### config.mk
export PLATFORM = sky130hd
export DESIGN_NAME = mrnaiso_valve_seq
export DESIGN_NICKNAME = d
export VERILOG_FILES = /design/src/rtl/mrnaiso_pkg.sv /design/src/rtl/mrnaiso_valve_seq_phase_gen.sv /design/src/rtl/mrnaiso_valve_seq.sv
export SDC_FILE = /design/constraint.sdc
export NUM_CORES = 1
export LEC_CHECK = 0
export CORE_MARGIN = 2
export CORE_UTILIZATION = 59
export DETAILED_ROUTE_END_ITERATION = 7
export GPL_TIMING_DRIVEN = 0
export PLACE_DENSITY = 0.93
export SLEW_MARGIN = 40
export SYNTH_ARGS = -nofsm -noshare
export SYNTH_HDL_FRONTEND = slang
export SYNTH_SLANG_ARGS = --single-unit
### constraint.sdc
create_clock -name clk -period 4 [get_ports clk]
set_clock_uncertainty 0.05 [all_clocks]
set_input_delay 0.6 -clock clk [delete_from_list [all_inputs] [get_ports clk]]
set_output_delay 0.6 -clock clk [all_outputs]
set_load 0.03 [all_outputs]
### src/rtl/mrnaiso_pkg.sv
// Shared types and constants for the mRNA isolation chip valve sequencer:
// FSM state encoding, valve vector layout, pump pattern and per-state open masks.
package mrnaiso_pkg;

    typedef enum logic [2:0] {
        IDLE       = 3'd0,
        PRIME      = 3'd1,
        LOAD_CELLS = 3'd2,
        LOAD_LYSIS = 3'd3,
        MIX        = 3'd4,
        SEPARATE   = 3'd5,
        ELUTE      = 3'd6
    } state_t;

    localparam int NUM_VALVES = 13;

    localparam int V_CELLS_IN  = 0;
    localparam int V_CELLS_OUT = 1;
    localparam int V_PUSH      = 2;
    localparam int V_PUMP1     = 3;
    localparam int V_PUMP2     = 4;
    localparam int V_PUMP3     = 5;
    localparam int V_LYSIS_IN  = 6;
    localparam int V_LYSIS_OUT = 7;
    localparam int V_SEP       = 8;
    localparam int V_BEADS     = 9;
    localparam int V_SIEVE     = 10;
    localparam int V_COLLECT   = 11;
    localparam int V_WASTE     = 12;

    // {pump1,pump2,pump3} per phase; index 0 is the rightmost entry.
    localparam logic [5:0][2:0] PUMP_PATTERN = {
        3'b001, 3'b011, 3'b010, 3'b110, 3'b100, 3'b101
    };

    localparam logic [NUM_VALVES-1:0] VONE = NUM_VALVES'(1);

    // A set bit means the valve is open (air line vented).
    localparam logic [NUM_VALVES-1:0] OPEN_NONE       = '0;
    localparam logic [NUM_VALVES-1:0] OPEN_PRIME      = VONE << V_BEADS;
    localparam logic [NUM_VALVES-1:0] OPEN_LOAD_CELLS = (VONE << V_CELLS_IN)
                                                      | (VONE << V_CELLS_OUT);
    localparam logic [NUM_VALVES-1:0] OPEN_LOAD_LYSIS = (VONE << V_LYSIS_IN)
                                                      | (VONE << V_PUMP3)
                                                      | (VONE << V_LYSIS_OUT);
    localparam logic [NUM_VALVES-1:0] OPEN_SEPARATE   = (VONE << V_PUSH)
                                                      | (VONE << V_PUMP1)
                                                      | (VONE << V_SEP)
                                                      | (VONE << V_SIEVE)
                                                      | (VONE << V_WASTE);
    localparam logic [NUM_VALVES-1:0] OPEN_ELUTE      = (VONE << V_PUSH)
                                                      | (VONE << V_PUMP1)
                                                      | (VONE << V_SEP)
                                                      | (VONE << V_SIEVE)
                                                      | (VONE << V_COLLECT);

    function automatic logic [NUM_VALVES-1:0] open_mask(input state_t s);
        case (s)
            PRIME:      return OPEN_PRIME;
            LOAD_CELLS: return OPEN_LOAD_CELLS;
            LOAD_LYSIS: return OPEN_LOAD_LYSIS;
            SEPARATE:   return OPEN_SEPARATE;
            ELUTE:      return OPEN_ELUTE;
            default:    return OPEN_NONE;
        endcase
    endfunction

    function automatic int max2(input int a, input int b);
        return (a > b) ? a : b;
    endfunction

endpackage

### src/rtl/mrnaiso_valve_seq_phase_gen.sv
// Peristaltic pump phase generator: six-phase pattern, PHASE_CYC cycles per
// phase, counts completed strokes and flags the end of the last one.
module peristaltic_phase_gen
    import mrnaiso_pkg::*;
#(
    parameter int PHASE_CYC   = 8,
    parameter int MIX_STROKES = 4
) (
    input  logic       clk,
    input  logic       rst_n,
    input  logic       enable,
    input  logic       clear,
    input  logic       hold,
    output logic [2:0] pump,
    output logic       stroke_done
);

    localparam int PC_W = $clog2(PHASE_CYC) + 1;
    localparam int SC_W = $clog2(MIX_STROKES) + 1;

    localparam logic [PC_W-1:0] PC_LAST = PC_W'(PHASE_CYC - 1);
    localparam logic [SC_W-1:0] SC_LAST = SC_W'(MIX_STROKES - 1);
    localparam logic [2:0]      PH_LAST = 3'd5;

    logic [PC_W-1:0] phase_cnt;
    logic [2:0]      phase;
    logic [SC_W-1:0] stroke_cnt;
    logic            step;
    logic            phase_end;
    logic            wrap;

    assign step      = enable && !hold;
    assign phase_end = (phase_cnt == PC_LAST);
    assign wrap      = phase_end && (phase == PH_LAST);

    always_ff @(posedge clk or negedge rst_n) begin
        if (!rst_n) begin
            phase_cnt  <= '0;
            phase      <= '0;
            stroke_cnt <= '0;
        end else if (clear) begin
            phase_cnt  <= '0;
            phase      <= '0;
            stroke_cnt <= '0;
        end else if (step) begin
            if (phase_end) begin
                phase_cnt <= '0;
                if (wrap) begin
                    phase      <= '0;
                    stroke_cnt <= stroke_cnt + SC_W'(1);
                end else begin
                    phase <= phase + 3'd1;
                end
            end else begin
                phase_cnt <= phase_cnt + PC_W'(1);
            end
        end
    end

    assign pump        = PUMP_PATTERN[phase];
    assign stroke_done = step && wrap && (stroke_cnt == SC_LAST);

endmodule

### src/rtl/mrnaiso_valve_seq.sv
// Pneumatic protocol sequencer for the mRNA isolation chip; every valve output
// is registered. Optional MRNAISO_HOLD_EN adds a `hold` input that freezes a run.
module mrnaiso_valve_seq
    import mrnaiso_pkg::*;
#(
    parameter int PHASE_CYC   = 8,
    parameter int PRIME_CYC   = 16,
    parameter int LOAD_CYC    = 16,
    parameter int MIX_STROKES = 4,
    parameter int SEP_CYC     = 32,
    parameter int ELUTE_CYC   = 16
) (
    input  logic       clk,
    input  logic       rst_n,
    input  logic       start,
    input  logic       abort,
`ifdef MRNAISO_HOLD_EN
    input  logic       hold,
`endif
    output logic       cells_in_ctrl,
    output logic       cells_out_ctrl,
    output logic       push_ctrl,
    output logic       pump1,
    output logic       pump2,
    output logic       pump3,
    output logic       lysis_in_ctrl,
    output logic       lysis_out_ctrl,
    output logic       sep_ctrl,
    output logic       beads_ctrl,
    output logic       sieve_ctrl,
    output logic       collect_ctrl,
    output logic       waste_ctrl,
    output logic       busy,
    output logic       done,
    output logic [2:0] state
);

    localparam int MIX_TOTAL = MIX_STROKES * 6 * PHASE_CYC;
    localparam int MAX_CNT   = max2(max2(max2(PRIME_CYC, LOAD_CYC), max2(SEP_CYC, ELUTE_CYC)),
                                    MIX_TOTAL);
    localparam int CNT_W     = $clog2(MAX_CNT) + 1;

    state_t                  state_q, state_next;
    logic [CNT_W-1:0]        cnt_q, cnt_next;
    logic [NUM_VALVES-1:0]   valves_q, valves_d;
    logic                    busy_q, busy_d;
    logic                    done_q, done_d;
    logic                    hold_act;
    logic                    abort_run;
    logic [2:0]              pump;
    logic                    stroke_done;

`ifdef MRNAISO_HOLD_EN
    assign hold_act = hold && (state_q != IDLE);
`else
    assign hold_act = 1'b0;
`endif

    assign abort_run = abort && (state_q != IDLE);

    function automatic logic [CNT_W-1:0] dwell_m1(input state_t s);
        case (s)
            PRIME:                  return CNT_W'(PRIME_CYC - 1);
            LOAD_CELLS, LOAD_LYSIS: return CNT_W'(LOAD_CYC - 1);
            SEPARATE:               return CNT_W'(SEP_CYC - 1);
            ELUTE:                  return CNT_W'(ELUTE_CYC - 1);
            default:                return '0;
        endcase
    endfunction

    function automatic state_t seq_next(input state_t s);
        case (s)
            PRIME:      return LOAD_CELLS;
            LOAD_CELLS: return LOAD_LYSIS;
            LOAD_LYSIS: return MIX;
            MIX:        return SEPARATE;
            SEPARATE:   return ELUTE;
            default:    return IDLE;
        endcase
    endfunction

    function automatic logic [NUM_VALVES-1:0] state_valves(input state_t s,
                                                           input logic [2:0] pumps);
        logic [NUM_VALVES-1:0] v;
        v = ~open_mask(s);
        if (s == MIX) begin
            v[V_PUMP1] = pumps[2];
            v[V_PUMP2] = pumps[1];
            v[V_PUMP3] = pumps[0];
        end
        return v;
    endfunction

    peristaltic_phase_gen #(
        .PHASE_CYC   (PHASE_CYC),
        .MIX_STROKES (MIX_STROKES)
    ) u_phase_gen (
        .clk         (clk),
        .rst_n       (rst_n),
        .enable      ((state_q == MIX) && !abort),
        .clear       ((state_q != MIX) || abort),
        .hold        (hold_act),
        .pump        (pump),
        .stroke_done (stroke_done)
    );

    always_ff @(posedge clk or negedge rst_n) begin
        if (!rst_n) begin
            state_q  <= IDLE;
            cnt_q    <= '0;
            valves_q <= '1;
            busy_q   <= 1'b0;
            done_q   <= 1'b0;
        end else begin
            state_q  <= state_next;
            cnt_q    <= cnt_next;
            valves_q <= valves_d;
            busy_q   <= busy_d;
            done_q   <= done_d;
        end
    end

    // MIX exits on the phase generator's last stroke; other timed states on the down-counter.
    // A done pulse in IDLE blocks start for that cycle, so a held start restarts one cycle later.
    always_comb begin
        state_next = state_q;
        cnt_next   = cnt_q;
        if (abort_run) begin
            state_next = IDLE;
            cnt_next   = '0;
        end else if (!hold_act) begin
            case (state_q)
                IDLE: begin
                    if (start && !abort && !done_q) begin
                        state_next = PRIME;
                        cnt_next   = dwell_m1(PRIME);
                    end
                end
                MIX: begin
                    if (stroke_done) begin
                        state_next = SEPARATE;
                        cnt_next   = dwell_m1(SEPARATE);
                    end
                end
                default: begin
                    if (cnt_q == '0) begin
                        state_next = seq_next(state_q);
                        cnt_next   = dwell_m1(seq_next(state_q));
                    end else begin
                        cnt_next = cnt_q - CNT_W'(1);
                    end
                end
            endcase
        end
    end

    always_comb begin
        valves_d = valves_q;
        if (abort_run) begin
            valves_d = '1;
        end else if (!hold_act) begin
            valves_d = state_valves(state_q, pump);
        end
        busy_d = (state_next != IDLE);
        done_d = (state_q == ELUTE) && (state_next == IDLE) && !abort;
    end

    assign cells_in_ctrl  = valves_q[V_CELLS_IN];
    assign cells_out_ctrl = valves_q[V_CELLS_OUT];
    assign push_ctrl      = valves_q[V_PUSH];
    assign pump1          = valves_q[V_PUMP1];
    assign pump2          = valves_q[V_PUMP2];
    assign pump3          = valves_q[V_PUMP3];
    assign lysis_in_ctrl  = valves_q[V_LYSIS_IN];
    assign lysis_out_ctrl = valves_q[V_LYSIS_OUT];
    assign sep_ctrl       = valves_q[V_SEP];
    assign beads_ctrl     = valves_q[V_BEADS];
    assign sieve_ctrl     = valves_q[V_SIEVE];
    assign collect_ctrl   = valves_q[V_COLLECT];
    assign waste_ctrl     = valves_q[V_WASTE];
    assign busy           = busy_q;
    assign done           = done_q;
    assign state          = state_q;

endmodule
==> results.sh, run 1 <==
export IMPL_timing_setup_critical_path_class="reg2out"
export IMPL_start_util_pct=60.8
export IMPL_drt_wirelength_per_cell_um=14.3
export IMPL_ys_top_cells_by_count="dfrtp_1, nand2_1, nor2_1, nand3_1"
export IMPL_finalHoldViolCount=0
export IMPL_met2_length_um=1720
export IMPL_die_area_um2=3530
export IMPL_timing_final_crit_period_ps=2290
export IMPL_sequential_element_share_of_the_synthesized_area_pct=46.2
export IMPL_floorplan_die_height_um=59.4
export IMPL_floorplan_die_width_um=59.4
export IMPL_placement_cell_area_um2=2090
export IMPL_end_kind="output port"
export IMPL_via_per_inst=5.89
export IMPL_final_layout_size_suffix_gt1_share_pct=19.4
export IMPL_io_pins=22
export IMPL_maximum_vdd_drop_v=0.000361
export IMPL_final_period_utilization_pct=57.2
export IMPL_drc=0
export IMPL_final_area_um2=2170
export IMPL_synth_warning_count=0
export IMPL_worst_skew_pair_late_latency_ps=330
export IMPL_cts_htree_levels=2
export IMPL_worst_ep_required_time_ps=3350
export IMPL_synth_area_leader_cell="dfrtp_1"
export IMPL_grtUsageTotal_pct=23.4
export IMPL_rsz0062_at_grt="false"
export IMPL_area_growth_syn_to_layout_pct=19.8
export IMPL_routedLengthMet1_um=1570
export IMPL_crit_path_start_kind="flop"
export IMPL_syn_cell_area_um2=1810
export IMPL_finalMaxSlewViolations=0
export IMPL_crit_arrival_ps=1640
export IMPL_cts_hold_buffers=0
export IMPL_highest_clock_rate_ghz=0.437
export IMPL_pin_count_of_the_biggest_net_entering_global_routing=24
export IMPL_synth_main_ff_cell="dfrtp_1"
export IMPL_design_final_nets=229
export IMPL_grt_ovfl_total=0
export IMPL_status="finished clean"
export IMPL_number_of_clock_sinks=33
export IMPL_synth_seq_cells=33
export IMPL_port_buffers=21
export IMPL_first_global_vias=1376
export IMPL_timing_worst_slew_pin_value_ps=411
export IMPL_detail_route_first_pass_iterations=4
export IMPL_routabilityCongestion=0.906
export IMPL_final_cells=250
export IMPL_ctsLongestPathBuffers=2
export IMPL_count_leader_synth="dfrtp_1"
export IMPL_hpwlAfterDp_um=2650
export IMPL_antenna_cells_inserted=0
export IMPL_tritoncts="yes"
export IMPL_wl_met3_um=237
export IMPL_synth_edff_count=0
export IMPL_clock_tree_root_cell="clkbuf_4"
export IMPL_floorplan_row_count=20
export IMPL_critPathMaxFanout=3
export IMPL_grt_antenna_before_repair=0
export IMPL_topRoutingLayerUsed="met4"
export IMPL_wirelength_um=3570
export IMPL_via_count=1472
export IMPL_leakagePower_nw=0.918
export IMPL_synthCells=187
export IMPL_max_cap_viol_count=0
export IMPL_synthArstFlopShare_pct=100
export IMPL_fin_setup_tns_ps=0
export IMPL_cts_resized=0
export IMPL_floorplan_core_area_um2=2980
export IMPL_cell_count_after_placement=242
export IMPL_syn_nets=200
export IMPL_final_hold_worst_slack_ps=77.9
export IMPL_min_path_type="in2async"
export IMPL_power_density_cells_nw_per_um2=437
export IMPL_worst_setup_hold_path_clk_slew_ps=100
export IMPL_setup_violations=0
export IMPL_postCtsSetupBuffers=0
export IMPL_cts_buffers_inserted=5
export IMPL_post_synth_main_area_contributors="dfrtp_1, dfstp_2, ha_1"
export IMPL_detail_route_iter0_violations=90
export IMPL_synthDistinctLibCells=46
export IMPL_layout_core_utilization_pct=72.9
export IMPL_first_pass_grt_wire_length_um=6130
export IMPL_synth_top_cell_area_share_pct=33.1
export IMPL_synth_area_per_cell_um2=9.69
export IMPL_slew_headroom_pct=72.6
export IMPL_ant_nets=0
## placed cells by master, fill, tap and decap left out, types with 3 or more instances in the layout
cell type,netlist,layout
nand2b_1,3,3
nor2_1,18,18
clkdlybuf4s50_1,0,20
nand2_1,22,22
ha_1,9,9
o211ai_1,4,4
buf_2,5,6
clkbuf_4,0,5
dfstp_2,9,9
inv_1,7,7
nand3_1,15,15
dfrtp_1,24,24
o21ai_0,10,10
and3_1,3,3
a22o_1,5,5
a21oi_1,10,10
buf_4,4,4
## critical path: stages (launching register included)
cell             delay [ps]
dfstp_2                 550
buf_4                   100
clkdlybuf4s50_1         650
## registers in the layout (all words and copies together), names as in the netlist
name,count
state,3
u_phase_gen.phase,3
u_phase_gen.phase_cnt,4
u_phase_gen.stroke_cnt,3
busy,1
done,1
valves_q,9
cnt_q,9
## through the flow
| step | total power, W | setup WS (ps) |
|---|---|---|
| 2_1_floorplan | 0.000619 | 2220 |
| 3_3_place_gp | 0.000678 | 1690 |
| 3_5_place_dp | 0.000691 | 1750 |
| 4_1_cts | 0.000951 | 1700 |
| 5_1_grt | 0.00101 | 1650 |
| 6_report | 0.000948 | 1710 |
## metal layers
layer	global-route usage (%)	up-vias
li1	-	714
met1	30.0	700
met2	38.6	53
met3	5.90	5
met4	7.79	0
met5	0	-
## area by class of cell
type | instances | area [um^2]
buffer | 11 | 70.1
clock buffer | 7 | 55.1
clock inverter | 1 | 30.0
fill | 208 | 807
inverter | 7 | 26.3
multi-input combinational | 136 | 878
sequential | 33 | 837
tap | 33 | 41.3
timing repair buffer | 22 | 233
## cells by family (layout without fill, tap and decap cells)
logic type / Yosys count / in the layout / synth area share, %
compound gates: 40 / 40 / 14.7
xor+xnor: 4 / 4 / 1.93
fa+ha+maj: 9 / 9 / 6.22
buf+inv: 18 / 48 / 5.32
flops: 33 / 33 / 46.2
simple gates: 83 / 83 / 25.6
## final timing paths
kind	to	slack [ps]	start	cells after the start
setup / recovery	sieve_ctrl	1710	valves_q[10]	2
hold / removal	u_phase_gen.phase[0]	80	rst_n	1
setup reg to reg	cnt_q[8]	2050	cnt_q[0]	7
hold reg to reg	u_phase_gen.phase_cnt[0]	440	u_phase_gen.phase_cnt[0]	1
max in group asynchronous	valves_q[11]	3340	rst_n	2
min in group clk	u_phase_gen.phase_cnt[0]	440	u_phase_gen.phase_cnt[0]	1
## power by group
group	internal, W	leakage [nW]	total [W]	switching (W)
clock network	0.000149	0.0455	0.000259	0.000109
logic	0.000130	0.454	0.000284	0.000154
registers	0.000365	0.418	0.000405	0.0000408
total	0.000644	0.918	0.000948	0.000304
(Power assumes the default switching activity.)
==> inputs of run 2 (changes only) <==
--- a/config.mk
+++ b/config.mk
@@ -6,10 +6,10 @@
 export NUM_CORES = 1
 export LEC_CHECK = 0
 export CORE_MARGIN = 2
-export CORE_UTILIZATION = 59
+export CORE_UTILIZATION = 55
 export DETAILED_ROUTE_END_ITERATION = 7
 export GPL_TIMING_DRIVEN = 0
-export PLACE_DENSITY = 0.93
+export PLACE_DENSITY = 0.88
 export SLEW_MARGIN = 40
 export SYNTH_ARGS = -nofsm -noshare
 export SYNTH_HDL_FRONTEND = slang
==> constraint.sdc (replaced) <==
create_clock -name clk -period 2.13 [get_ports clk]
set_clock_uncertainty 0.05 [all_clocks]
set_input_delay 0.3195 -clock clk [delete_from_list [all_inputs] [get_ports clk]]
set_output_delay 0.3195 -clock clk [all_outputs]
set_load 0.03 [all_outputs]
==> results.sh, run 2 (synthesized netlist as in run 1, its figures left out) <==
export IMPL_first_pass_grt_wire_length_um=5670
export IMPL_via_per_inst=5.56
export IMPL_pin_count_of_the_biggest_net_entering_global_routing=34
export IMPL_finalMaxSlewViolations=0
export IMPL_cts_buffers_inserted=5
export IMPL_floorplan_core_area_um2=3100
export IMPL_die_area_um2=3770
export IMPL_highest_clock_rate_ghz=0.500
export IMPL_fillCellCount=261
export IMPL_postCtsSetupBuffers=0
export IMPL_maximum_vdd_drop_v=0.000451
export IMPL_drc=0
export IMPL_reg2reg_to="cnt_q[8]"
export IMPL_fin_setup_tns_ps=0
export IMPL_setup_violations=0
export IMPL_via_count=1452
export IMPL_crit_path_start="valves_q[10]"
export IMPL_leakagePower_nw=0.889
export IMPL_finalHoldViolCount=0
export IMPL_ff2ff_setup_slack_ps=150
export IMPL_final_layout_size_suffix_gt1_share_pct=18.4
export IMPL_cts_htree_levels=2
export IMPL_place_ws_ps=115
export IMPL_fin_total_pwr_w=0.00161
export IMPL_floorplan_die_height_um=61.4
export IMPL_timing_setup_critical_path_class="reg2out"
export IMPL_commonest_non_fill_non_tap_cell_in_the_layout="dfrtp_1"
export IMPL_critPathMaxFanout=3
export IMPL_end_kind="output port"
export IMPL_max_cap_viol_count=0
export IMPL_floorplan_row_count=20
export IMPL_wirelength_um=3380
export IMPL_worst_setup_hold_path_clk_slew_ps=90
export IMPL_detail_route_iter0_violations=34
export IMPL_detail_route_first_pass_iterations=4
export IMPL_min_path_type="reg2reg"
export IMPL_area_growth_syn_to_layout_pct=17.7
export IMPL_multi_input_comb_area_um2=881
export IMPL_first_global_vias=1262
export IMPL_tritoncts="yes"
export IMPL_reg2reg_depth=7
export IMPL_routabilityCongestion=0.828
export IMPL_crit_path_start_kind="flop"
export IMPL_port_buffers=21
export IMPL_grtUsageTotal_pct=21.1
export IMPL_grt_ovfl_total=0
export IMPL_hold_path_startpoint="u_phase_gen.phase_cnt[0]"
export IMPL_io_pins=22
export IMPL_slowest_delay_ps=660
export IMPL_timing_critical_path_cells="buf_4 -> clkdlybuf4s50_1"
export IMPL_start_util_pct=58.4
export IMPL_crit_cells=2
export IMPL_timing_final_crit_period_ps=2000
export IMPL_startpoint_of_the_most_critical_register_to_register_path="cnt_q[0]"
export IMPL_ant_nets=0
export IMPL_final_period_utilization_pct=94.0
export IMPL_rsz0062_at_grt="false"
export IMPL_layout_area_seq_um2=837
export IMPL_timing_critical_path_max_delay_family="buffers and inverters"
export IMPL_antenna_cells_inserted=0
export IMPL_slew_headroom_pct=53.1
export IMPL_ctsLongestPathBuffers=2
export IMPL_timing_worst_slew_pin_value_ps=703
export IMPL_cp_slowest_cell="clkdlybuf4s50_1"
export IMPL_worst_ep_required_time_ps=1760
export IMPL_critical_path_buf_inv_count=2
export IMPL_timing_endpoint_of_the_critical_path="sep_ctrl"
export IMPL_floorplan_die_width_um=61.4
export IMPL_largest_registers="cnt_q (9), valves_q (9), u_phase_gen.phase_cnt (4)"
export IMPL_worst_skew_pair_late_latency_ps=330
export IMPL_clock_tree_root_cell="clkbuf_4"
export IMPL_final_hold_worst_slack_ps=415
export IMPL_design_final_nets=229
export IMPL_number_of_clock_sinks=33
export IMPL_drt_wirelength_per_cell_um=12.9
export IMPL_crit_arrival_ps=1630
export IMPL_hpwlAfterDp_um=2460
export IMPL_grt_antenna_before_repair=0
export IMPL_commonest_cells_after_routing_fill_and_taps_aside="dfrtp_1, nand2_1, clkdlybuf4s50_1"
export IMPL_power_density_cells_nw_per_um2=755
export IMPL_status="finished clean"
export IMPL_final_setup_worst_slack_ps=129
==> run 2: cell types whose count changed in the layout (fill, tap and decap cells not counted), sizes merged <==
cell         before  now
dlygate4sd3       0    1
bufinv            1    0
clkbuf            8    9
buf              12   11
==> run 2: how the worst min path moves through the flow <==
stage / cells after the start / end
5_1_grt: 1 / u_phase_gen.phase_cnt[0]
3_5_place_dp: 1 / u_phase_gen.phase_cnt[3]
6_report: 1 / u_phase_gen.phase_cnt[0]
2_1_floorplan: 0 / busy
3_3_place_gp: 1 / u_phase_gen.phase_cnt[0]
4_1_cts: 1 / u_phase_gen.phase_cnt[0]
==> run 2: cell type report <==
type	count	area share (%)
clock buffers	8	2.29
plain buffers	11	3.28
multi-input cells	136	41.3
flip-flops and latches	33	39.2
well taps	44	2.58
repair buffers	22	10.1
inverters	7	1.23
==> run 2: timing repair <==
item / in CTS / in global routing
hold buffers: 1 / 0
hold endpoints to repair: 24 / 0
resized for setup: 0 / 1
setup endpoints to repair: 0 / 1
==> run 2: stage by stage <==
stage / cells / cell area, um^2 / utilization (%)
after floorplan: 187 / 1810 / -
after global placement: 252 / 2080 / 66.9
after detailed placement: 252 / 2070 / 66.8
after CTS: 261 / 2130 / 68.7
after global routing: 261 / 2130 / 68.8
final: 261 / 2130 / 68.8
==> run 2: metal layers <==
metal	wire length [um]	track usage [%]	up-vias
met3	162	6.09	6
met5	0	0	-
met4	57	10.3	0
li1	-	-	715
met1	1570	26.6	684
met2	1580	33.6	47
==> run 2: report_power, final <==
part / switching, W / internal (W) / total, W
registers: 0.0000759 / 0.000685 / 0.000761
clock network: 0.000199 / 0.000131 / 0.000330
logic: 0.000278 / 0.000241 / 0.000519
total: 0.000553 / 0.00106 / 0.00161
==> RTL edit 1: new RTL, config.mk and constraints of run 2 <==
The parameter `SEP_CYC` goes from 32 to 128.
--- a/src/rtl/mrnaiso_valve_seq.sv
+++ b/src/rtl/mrnaiso_valve_seq.sv
@@ -7,7 +7,7 @@
     parameter int PRIME_CYC   = 16,
     parameter int LOAD_CYC    = 16,
     parameter int MIX_STROKES = 4,
-    parameter int SEP_CYC     = 32,
+    parameter int SEP_CYC     = 128,
     parameter int ELUTE_CYC   = 16
 ) (
     input  logic       clk,
Formal check against the unedited RTL: no difference found for any inputs over 10 cycles, from zero or initial values and one cycle with rst_n low; that may be too few to reach the edited logic, so the function may still have changed.
==> RTL edit 1 against run 2 <==
The run now ends with negative setup slack left; area after synthesis shrank 1.7%; first-iteration DRC count grew to 3.3 times the old value; sequential cell count is the same; worst setup slack lost 0.19 ns; critical path type is now flip-flop to flip-flop; final area grew 2.8%; largest power group unchanged; critical path depth grew 4; die area shrank 1.6%; total power shrank 2.7%; non-clock buffer count grew 9; wire length grew 20%; sequential power shrank 3.7%; critical endpoint is now cnt_q[3].
==> RTL edit 1: results (changes against run 2) <==
Outcome
  • Outcome: finished, violations left (was finished, final reports clean)
  • Violated checks: negative setup slack

Synthesis
  • Mux cell area share after synthesis: 1.12% (was 0%)
  • Synth Instances: 181 (was 187)
  • Syn_nets: 194 (was 200)
  • Xor/xnor share of the synthesized area: 2.46% (was 1.93%)
  • Area contributors post-synth: dfrtp_1 34%, dfstp_2 13%, ha_1 6.3%, nand2_1 3.2%, o21ai_0 3.1% (was dfrtp_1 33%, dfstp_2 13%, ha_1 6.2%, nand2_1 4.6%, nand3_1 4.1%)
  • Synth cell types: 48 (was 46)

Pwr
  • Flop pwr share: 46.8% (was 47.3%)
  • Clock group power: 0.000400 W (was 0.000330 W)
  • VDD IR max: 0.367 mV (was 0.451 mV)

Setup path
  • Crit path largest cell delay: 0.45 ns (was 0.66 ns)
  • Slowest CP cell: or4b_4 (was clkdlybuf4s50_1)
  • Worst-path fanout max: 4 (was 3)

Timing
  • # setup viols final: 1 (was 0)
  • Final setup margin: -0.0627 ns (was 0.129 ns)

Placed design
  • Number of placed cells counting well taps: 246 (was 252)
  • Dpl hpwl: 2700 µm (was 2460 µm)
  • Pre-CTS WS: -0.222 ns (was 0.115 ns)
  • Post-DP Area: 0.00204 mm² (was 0.00207 mm²)

Global routing
  • GRT Total Usage: 24.2% (was 21.1%)
  • Routing usage on met3: 7.04% (was 6.09%)
  • First-pass GRT wire length: 6600 µm (was 5670 µm)
  • Met2 Use GR: 39.0% (was 33.6%)
  • Met1 GRT Util: 30.2% (was 26.6%)

Drt
  • Met2 wire len: 1990 µm (was 1580 µm)
  • Wl on met1: 1670 µm (was 1570 µm)
  • Initial detailed-routing violation count: 113 (was 34)

Final layout
  • # fillers: 218 (was 261)
  • Layout cell share with drive strength beyond 1: 20.3% (was 18.4%)
[RTL edit 1: cell types whose count changed in the layout (fill, tap and decap cells not counted), moves of 3 or more]
| cell | delta |
|---|---|
| nand2_1 | -7 |
| nand3_1 | -5 |
| buf_2 | -5 |
| clkbuf_1 | +5 |
| a22o_1 | -5 |
| nor3_1 | +4 |
| a21oi_1 | -6 |
| buf_4 | +7 |
| a22o_2 | +3 |
| nor2_1 | -4 |
| nand2b_1 | -3 |
[RTL edit 1: cells by family (layout without fill, tap and decap cells)]
kind of cell,Yosys count,after routing
simple gates,71,71
compound gates,36,36
flops,33,33
buf+inv,25,61
fa+ha+maj,9,9
xor+xnor,5,5
mux,2,2
[RTL edit 1: worst paths after layout]
path | from | endpoint | depth (start not counted)
hold / removal | u_phase_gen.phase_cnt[0] | u_phase_gen.phase_cnt[0] | 1
min in group asynchronous | rst_n | u_phase_gen.phase_cnt[1] | 2
hold reg to reg | u_phase_gen.phase_cnt[0] | u_phase_gen.phase_cnt[0] | 1
setup reg to reg | cnt_q[0] | cnt_q[3] | 6
max in group asynchronous | rst_n | cnt_q[2] | 2
setup / recovery | cnt_q[0] | cnt_q[3] | 6
[RTL edit 1: repair_timing]
action,CTS,global route
hold buffers,1,0
endpoints found under the setup margin,7,11
endpoints found under the hold margin,24,0
buffers inserted,5,2
pin swaps,0,3
gates resized for setup,3,7
[RTL edit 1: area by class of cell]
type	instances	area (µm²)	area share, %
Tap cell	44	55.1	2.51
Timing Repair Buffer	29	268	12.2
Clock buffer	7	65.1	2.97
Clock inverter	1	5.00	0.228
Multi-Input combinational cell	123	857	39.1
Inverter	11	41.3	1.88
Buffer	13	63.8	2.91
Sequential cell	33	837	38.2
==> RTL edit 2: new RTL, settings of run 2 <==
Without the edit above. Add an input register stage for `start` and `abort`, with the module's reset; this delays them by one clock. Comments in the files are not updated.
--- a/src/rtl/mrnaiso_valve_seq.sv
+++ b/src/rtl/mrnaiso_valve_seq.sv
@@ -40,6 +40,19 @@
                                     MIX_TOTAL);
     localparam int CNT_W     = $clog2(MAX_CNT) + 1;
 
+    logic start_q;
+    logic abort_q;
+
+    always_ff @(posedge clk or negedge rst_n) begin
+        if (!rst_n) begin
+            start_q <= '0;
+            abort_q <= '0;
+        end else begin
+            start_q <= start;
+            abort_q <= abort;
+        end
+    end
+
     state_t                  state_q, state_next;
     logic [CNT_W-1:0]        cnt_q, cnt_next;
     logic [NUM_VALVES-1:0]   valves_q, valves_d;
@@ -56,7 +69,7 @@
     assign hold_act = 1'b0;
 `endif
 
-    assign abort_run = abort && (state_q != IDLE);
+    assign abort_run = abort_q && (state_q != IDLE);
 
     function automatic logic [CNT_W-1:0] dwell_m1(input state_t s);
         case (s)
@@ -97,8 +110,8 @@
     ) u_phase_gen (
         .clk         (clk),
         .rst_n       (rst_n),
-        .enable      ((state_q == MIX) && !abort),
-        .clear       ((state_q != MIX) || abort),
+        .enable      ((state_q == MIX) && !abort_q),
+        .clear       ((state_q != MIX) || abort_q),
         .hold        (hold_act),
         .pump        (pump),
         .stroke_done (stroke_done)
@@ -131,7 +144,7 @@
         end else if (!hold_act) begin
             case (state_q)
                 IDLE: begin
-                    if (start && !abort && !done_q) begin
+                    if (start_q && !abort_q && !done_q) begin
                         state_next = PRIME;
                         cnt_next   = dwell_m1(PRIME);
                     end
@@ -162,7 +175,7 @@
             valves_d = state_valves(state_q, pump);
         end
         busy_d = (state_next != IDLE);
-        done_d = (state_q == ELUTE) && (state_next == IDLE) && !abort;
+        done_d = (state_q == ELUTE) && (state_next == IDLE) && !abort_q;
     end
 
     assign cells_in_ctrl  = valves_q[V_CELLS_IN];
Function: changed (a bounded check fails within 4 cycles, from zero or initial values and one cycle with rst_n low).
==> RTL edit 2 against run 2 <==
Total power fell by 5.3%; area after synthesis rose by 2.3%; sequential share of layout area fell by 0.13 points; sequential power fell by 0.7%; critical endpoint is now cnt_q[2]; wire length rose by 13%; final area rose by 6.3%; fmax fell by 2.8%; worst setup slack got worse by 0.058 ns; synthesized cell count fell by 0.53%; register-to-register slack got worse by 0.08 ns; count of clock-buffer cells in the layout fell by 2; sequential cell count rose by 2.
==> RTL edit 2: results (changes against run 2) <==
Setup path
  • Worst flop-to-flop path endpoint: cnt_q[2] (was cnt_q[8])
  • Crit path largest cell delay: 0.41 ns (was 0.66 ns)
  • Worst r2r src: u_phase_gen.stroke_cnt[0] (was cnt_q[0])
  • Worst-path fanout max: 4 (was 3)

Placed design
  • Dpl hpwl: 2730 µm (was 2460 µm)
  • Pre-CTS WS: -0.103 ns (was 0.115 ns)
  • GP Congestion: 0.874 (was 0.828)
  • Post-DP Area: 0.00214 mm² (was 0.00207 mm²)

Synthesis
  • Syn_nets: 199 (was 200)
  • Post-synthesis sequential area ratio: 47.8% (was 46.2%)
  • Commonest cells post-synth: 26 x dfrtp_1, 20 x nand2_1, 18 x nor2_1, 11 x inv_1 (was 24 x dfrtp_1, 22 x nand2_1, 18 x nor2_1, 15 x nand3_1)

Pwr
  • VDD IR max: 0.449 mV (was 0.451 mV)
  • Leak: 0.949 nW (was 0.889 nW)

Drt
  • Initial detailed-routing violation count: 60 (was 34)
  • Drt wl/cell: 14.5 µm (was 12.9 µm)
  • Via density: 5.70 (was 5.56)

Global routing
  • GRT Total Usage: 22.2% (was 21.1%)
  • Met1 GRT Util: 28.7% (was 26.6%)
  • Largest net degree at the start of global routing: 21 (was 34)
  • Met2 Use GR: 34.7% (was 33.6%)
  • Number of global-route vias before repair: 1,391 (was 1,262)

Outcome
  • Outcome: finished, final reports clean (unchanged)

Min path
  • Worst min-delay path class: primary input to flip-flop (was flip-flop to flip-flop)
  • Worst Hold End: abort_q (was u_phase_gen.phase_cnt[0])
  • HP Start: abort (was u_phase_gen.phase_cnt[0])

Timing
  • WHS: 0.350 ns (was 0.415 ns)
  • Slew @ Worst Pin: 0.617 ns (was 0.703 ns)

Final layout
  • Layout cell share with drive strength beyond 1: 16.1% (was 18.4%)
  • # fillers: 253 (was 261)

Floorplan
  • Die Wd: 62.1 µm (was 61.4 µm)

Clock tree
  • Worst-skew pair later-pin latency: 0.35 ns (was 0.33 ns)
  • Reg clk slew, reported paths: 0.11 ns (was 0.09 ns)
## RTL edit 2: changes by cell type after synthesis, moves of 4 or more
cell      before  now
a211o_1        0    4
buf_2          5    0
nor3_1         2    6
inv_1          7   11
o21ai_0       10    6
o211ai_1       4    0
nand3_1       15    9
## RTL edit 2: report_power, final
part / leakage (nW) / total, W / internal [W] / switching (W)
Combinational: 0.462 / 0.000271 / 0.000118 / 0.000153
Clock: 0.0482 / 0.000499 / 0.000277 / 0.000221
Sequential: 0.439 / 0.000756 / 0.000704 / 0.0000519
Total: 0.949 / 0.00153 / 0.00110 / 0.000427
## RTL edit 2: logic make-up (layout without fill, tap and decap cells)
kind of cell,after synthesis,in the layout,share of synthesized area [%]
XOR/XNOR,3,3,1.42
AO/OA/AOI/OAI,37,37,15.3
buffers and inverters,22,53,6.48
adder cells (fa/ha/maj),9,9,6.07
flip-flops,35,35,47.8
AND/OR/NAND/NOR,80,80,22.9
## RTL edit 2: cell type report
type	instances	area [µm²]	area share, %
repair buffers	23	243	10.7
clock inverters	2	35.0	1.54
inverters	11	41.3	1.82
multi-input cells	129	875	38.6
plain buffers	11	78.8	3.47
clock buffers	6	51.3	2.26
flip-flops and latches	35	887	39.1
well taps	46	57.6	2.54
## RTL edit 2: metrics by stage
stage                     TNS [ns]  std cells
after floorplan                  0        186
after global placement     -0.0279        253
after detailed placement    -0.103        254
after CTS                        0        263
after global routing             0        263
final                            0        263
## RTL edit 2: critical path: cells and delay by family, from the launching register on
kind,cells,cell delay (ns)
and+or+nand+nor,2,0.39
DFF,1,0.41
AOI/OAI and AO/OA,2,0.65
adders and majority gates,2,0.43
## RTL edit 2: metal layers
layer	wire length, µm	vias to the layer above
met4	100	0
met2	1880	47
met3	159	12
met5	0	-
li1	-	717
met1	1660	724
## RTL edit 2: worst max-delay path by stage
stage / cells past startpoint / to / slack [ns] / startpoint
2_1_floorplan: 6 / cnt_q[2] / 0.15 / u_phase_gen.stroke_cnt[0]
3_3_place_gp: 6 / cnt_q[2] / -0.03 / u_phase_gen.stroke_cnt[0]
3_5_place_dp: 6 / cnt_q[2] / -0.10 / u_phase_gen.stroke_cnt[0]
4_1_cts: 6 / cnt_q[2] / 0.03 / u_phase_gen.stroke_cnt[0]
5_1_grt: 6 / cnt_q[2] / 0.03 / u_phase_gen.stroke_cnt[0]
6_report: 6 / cnt_q[2] / 0.07 / u_phase_gen.stroke_cnt[0]
## RTL edit 2: what timing repair did
action	in CTS	in global routing
hold buffers	1	0
setup buffers	0	0
hold endpoints to repair	10	0
gates resized for setup	1	4
setup endpoints to repair	1	4
